<file path="src/rtl/serializer_8bit.sv">
// Serializer for one 8-bit word, framed as start(0), data MSB first, optional even parity, stop(1).
// Define SERIALIZER_PARITY_EN to insert the parity bit between data bit 0 and the stop bit.
module serializer_8bit #(
    parameter int BIT_TICKS = 1
) (
    input  logic       clk,
    input  logic       rst_bar,
    input  logic [7:0] data_in,
    input  logic       ld_bar,
    output logic       ser_out,
    output logic       busy,
    output logic       frame_done
);

    localparam logic [7:0] LAST_TICK = 8'(BIT_TICKS - 1);

`ifdef SERIALIZER_PARITY_EN
    typedef enum logic [2:0] {IDLE, START, DATA, PARITY, STOP} state_t;
`else
    typedef enum logic [2:0] {IDLE, START, DATA, STOP} state_t;
`endif

    state_t     state;
    logic [7:0] tick;
    logic [2:0] bit_cnt;
    logic [7:0] shift_reg;
    logic       last_tick;

    assign last_tick = (tick == LAST_TICK);

    // The captured word is never shifted, so it stays stable for the whole frame;
    // bit_cnt selects the data bit currently on the line.
    always_ff @(posedge clk or negedge rst_bar) begin
        if (!rst_bar) begin
            state      <= IDLE;
            tick       <= 8'd0;
            bit_cnt    <= 3'd0;
            shift_reg  <= 8'd0;
            ser_out    <= 1'b1;
            busy       <= 1'b0;
            frame_done <= 1'b0;
        end else begin
            frame_done <= 1'b0;
            case (state)
                IDLE: begin
                    ser_out <= 1'b1;
                    tick    <= 8'd0;
                    if (!ld_bar) begin
                        shift_reg <= data_in;
                        state     <= START;
                        busy      <= 1'b1;
                        ser_out   <= 1'b0;
                    end
                end
                START: begin
                    if (last_tick) begin
                        tick    <= 8'd0;
                        state   <= DATA;
                        bit_cnt <= 3'd7;
                        ser_out <= shift_reg[7];
                    end else begin
                        tick <= tick + 8'd1;
                    end
                end
                DATA: begin
                    if (last_tick) begin
                        tick <= 8'd0;
                        if (bit_cnt == 3'd0) begin
`ifdef SERIALIZER_PARITY_EN
                            state   <= PARITY;
                            ser_out <= ^shift_reg;
`else
                            state   <= STOP;
                            ser_out <= 1'b1;
`endif
                        end else begin
                            bit_cnt <= bit_cnt - 3'd1;
                            ser_out <= shift_reg[bit_cnt - 3'd1];
                        end
                    end else begin
                        tick <= tick + 8'd1;
                    end
                end
`ifdef SERIALIZER_PARITY_EN
                PARITY: begin
                    if (last_tick) begin
                        tick    <= 8'd0;
                        state   <= STOP;
                        ser_out <= 1'b1;
                    end else begin
                        tick <= tick + 8'd1;
                    end
                end
`endif
                STOP: begin
                    // Dropping busy here makes the frame_done cycle double as the idle-high gap.
                    if (last_tick) begin
                        tick       <= 8'd0;
                        state      <= IDLE;
                        busy       <= 1'b0;
                        frame_done <= 1'b1;
                    end else begin
                        tick <= tick + 8'd1;
                    end
                end
                default: begin
                    state   <= IDLE;
                    busy    <= 1'b0;
                    ser_out <= 1'b1;
                    tick    <= 8'd0;
                end
            endcase
        end
    end

endmodule

</file>
<file path="config.mk">
export PLATFORM = sky130hd
export DESIGN_NAME = serializer_8bit
export DESIGN_NICKNAME = d
export VERILOG_FILES = /design/src/rtl/serializer_8bit.sv
export SDC_FILE = /design/constraint.sdc
export NUM_CORES = 1
export LEC_CHECK = 0
export CAP_MARGIN = 30
export CORE_MARGIN = 2
export CORE_UTILIZATION = 45
export CTS_BUF_LIST = sky130_fd_sc_hd__clkbuf_16
export DETAILED_ROUTE_END_ITERATION = 8
export MAX_ROUTING_LAYER = met4
export PLACE_DENSITY_LB_ADDON = 0.1
export SLEW_MARGIN = 20
export SYNTH_ARGS = -nofsm -noshare
export SYNTH_HDL_FRONTEND = slang
export SYNTH_SLANG_ARGS = --single-unit
</file>
<file path="constraint.sdc">
create_clock -name clk -period 2.3 [get_ports clk]
set_input_delay 0.345 -clock clk [delete_from_list [all_inputs] [get_ports clk]]
set_output_delay 0.345 -clock clk [all_outputs]
set_load 0.01 [all_outputs]
</file>
==> run summary <==
## Status
- outcome: finished, final reports clean

## Setup path
- kind of critical path: reg -> reg
- Worst Path Required: 2.44 ns
- critical-path cell with the highest stage delay: sky130_fd_sc_hd__or4b_4
- endpoint arrival time on the critical path: 2.27 ns
- highest fanout seen on the critical path: 6
- crit-path cells: inv_1 > ha_1 > or4b_4 > or2_1 > a222oi_1 > mux2_1
- Critical Path Max Stage Delay: 0.46 ns
- category of the worst setup path launch point: flip-flop
- kind of end point of the critical path: flip-flop

## Timing
- Final Slew Violations: 0
- count of endpoints failing hold in the final timing report: 0
- share of the cycle needed by the critical path after routing: 92.8%
- worst clock skew on the final layout: 0.00349 ns
- final critical-path required period: 2.13 ns
- final count of negative-setup-slack endpoints: 0
- setup tns final: 0 ns
- transition time at the pin with the least slew margin: 0.539 ns
- highest clock frequency the design can meet: 469 MHz
- unrepaired setup endpoints after global routing: no
- Slew headroom: 64.0%

## Clock tree
- H-tree Lvls: 1
- CTS tree: done
- Resized cells post-CTS: 0
- worst-skew pair later-pin latency: 0.25 ns
- setup repair bufs after CTS: 0
- total clock buffers created by CTS: 3
- clock transition at the registers of the reported paths: 0.06 ns
- largest buffer count on any clock path: 2
- Clk Tree Root Cell: sky130_fd_sc_hd__clkbuf_16
- post-cts hold buffer count: 0
- Sinks on Clock Net: 24

## Layout
- share of post-route cells with drive strength above 1: 15.4%
- Area Overhead vs Synth: 20.8%
- final net count: 151
- number of filler instances in the final layout: 234
- number of antenna repair diodes: 0

## Global routing
- overall routing resource usage: 16.2%
- largest net degree at the start of global routing: 15
- residual overflow from global routing: 0
- global-route wire length before repair: 4010 um
- number of antenna violations at the first check in global routing: 0
- number of global-route vias before repair: 865

## Power and ir drop
- reported leakage power: 0.711 nW
- overall power of the completed layout: 1.81 mW
- power density over the cells: 1190 nW/um^2
- Max rail drop VDD: 0.771 mV

## Placement
- # port buffers: 13
- Post-DP HPWL: 1700 um
- placer congestion estimate: 0.770

## Synthesis
- FF+latch count, synth: 24
- Post-synth ARST share: 100%
- cell count after synthesis: 112
- number of unique standard cell types used by synthesis: 35
- average instance area after synthesis: 11.3 um^2
- Synth Warn #: 0
- share of synthesized area occupied by flip-flops and latches: 47.6%
- Most used DFF post-synth: sky130_fd_sc_hd__dfrtp_1
- cell area after synthesis: 1260 um^2
- net count after synthesis: 132
- count of flip-flops with a built-in enable after synthesis: 0

## Route
- wire per inst: 14.1 um
- DRC: 0
- Routed Wire Length: 2260 um
- count of vias placed by the detailed router: 869
- Iter 0 DRT Violations: 16
- ANT nets after route: 0
- vias per cell: 5.40
- first-pass iteration count of the detailed router: 4

## Floorplanning
- die outline width: 57.0 um
- floorplan die area: 3250 um^2
- Placement Rows: 19
- standard cell core area: 2710 um^2
- starting density of the core: 46.6%
- IO Pins: 14
- Vert. Die Dim: 57.0 um

## Min path
- type of the most critical hold path: in -> async

## Job
- max-cap check violation count: 0

layout make-up:
| type | count | area, um^2 | share of cell area (%) |
|---|---|---|---|
| clock buffer | 3 | 75.1 | 4.92 |
| clock inverter | 1 | 3.75 | 0.246 |
| inverter | 10 | 37.5 | 2.46 |
| multi-input combinational | 74 | 602 | 39.4 |
| sequential | 24 | 602 | 39.4 |
| tap | 31 | 38.8 | 2.54 |
| timing repair buffer | 18 | 168 | 11.0 |
power breakdown:
| group | internal, mW | switching, mW | total (mW) |
|---|---|---|---|
| Combinational | 0.452 | 0.332 | 0.784 |
| Sequential | 0.574 | 0.0892 | 0.663 |
| Clock | 0.232 | 0.136 | 0.367 |
| Total | 1.26 | 0.557 | 1.81 |
placed cells by master, fill, tap and decap left out, drive strengths merged, types with 2 or more instances in the layout:
| master | instances |
|---|---|
| clkdlybuf4s50 | 13 |
| dfrtp | 23 |
| nand2b | 2 |
| xor2 | 5 |
| a2bb2oi | 3 |
| or3 | 2 |
| nor2 | 12 |
| and3 | 2 |
| buf | 5 |
| inv | 11 |
| mux2 | 10 |
| mux2i | 3 |
| nand2 | 2 |
| ha | 9 |
| nor2b | 2 |
| clkbuf | 3 |
| nand3 | 5 |
per-layer routing:
layer	GRT usage [%]	wire length, um
met1	21.9	1130
met2	25.0	1050
met3	2.72	62
met4	4.98	14
met5	-	0
critical path: cells and delay by family, from the launching register on:
kind | cells | cell delay, ns
AOI/OAI and AO/OA | 1 | 0.32
adders and majority gates | 1 | 0.13
buffers and inverters | 1 | 0.08
DFF | 1 | 0.43
muxes | 1 | 0.36
and+or+nand+nor | 2 | 0.71
path summary, 6_finish.rpt:
path	from	depth (start not counted)	slack (ns)	to
max	tick[0]	6	0.17	state[1]
min	rst_bar	1	0.45	state[0]
max reg2reg	tick[0]	6	0.17	state[1]
min reg2reg	busy	1	0.50	busy
max in group asynchronous	rst_bar	2	1.26	shift_reg[7]
min in group clk	busy	1	0.50	busy
per-stage QoR:
step | instances | cell area, um^2 | util, % | worst slack [ns] | hold slack, ns
finish | 161 | 1530 | 56.3 | 0.166 | 0.445
floorplan | 112 | 1260 | - | 0.0851 | 0.0494
CTS | 161 | 1530 | 56.3 | 0.159 | 0.465
global route | 161 | 1530 | 56.3 | 0.0934 | 0.475
detailed placement | 157 | 1450 | 53.4 | 0.168 | 0.491
global placement | 157 | 1450 | 53.4 | 0.217 | 0.474
synth_stat cells, drive strengths merged, types with 3 or more instances:
cell      n  area [um^2]
dfrtp    23          576
mux2     10          113
clkbuf    3         11.3
nand3     5         25.0
ha        9          113
a2bb2oi   3         26.3
xor2      5         43.8
mux2i     3         30.0
inv      10         37.5
nor2     12         45.0
cells by family (layout without fill, tap and decap cells):
family	after synthesis	after routing	synth area share [%]
simple gates	30	30	12.1
compound gates	15	15	9.41
fa+ha+maj	9	9	8.91
mux	14	14	13.1
flops	24	24	47.6
xor+xnor	6	6	4.16
buf+inv	14	32	4.75
Power figures use the tool's default switching activity.
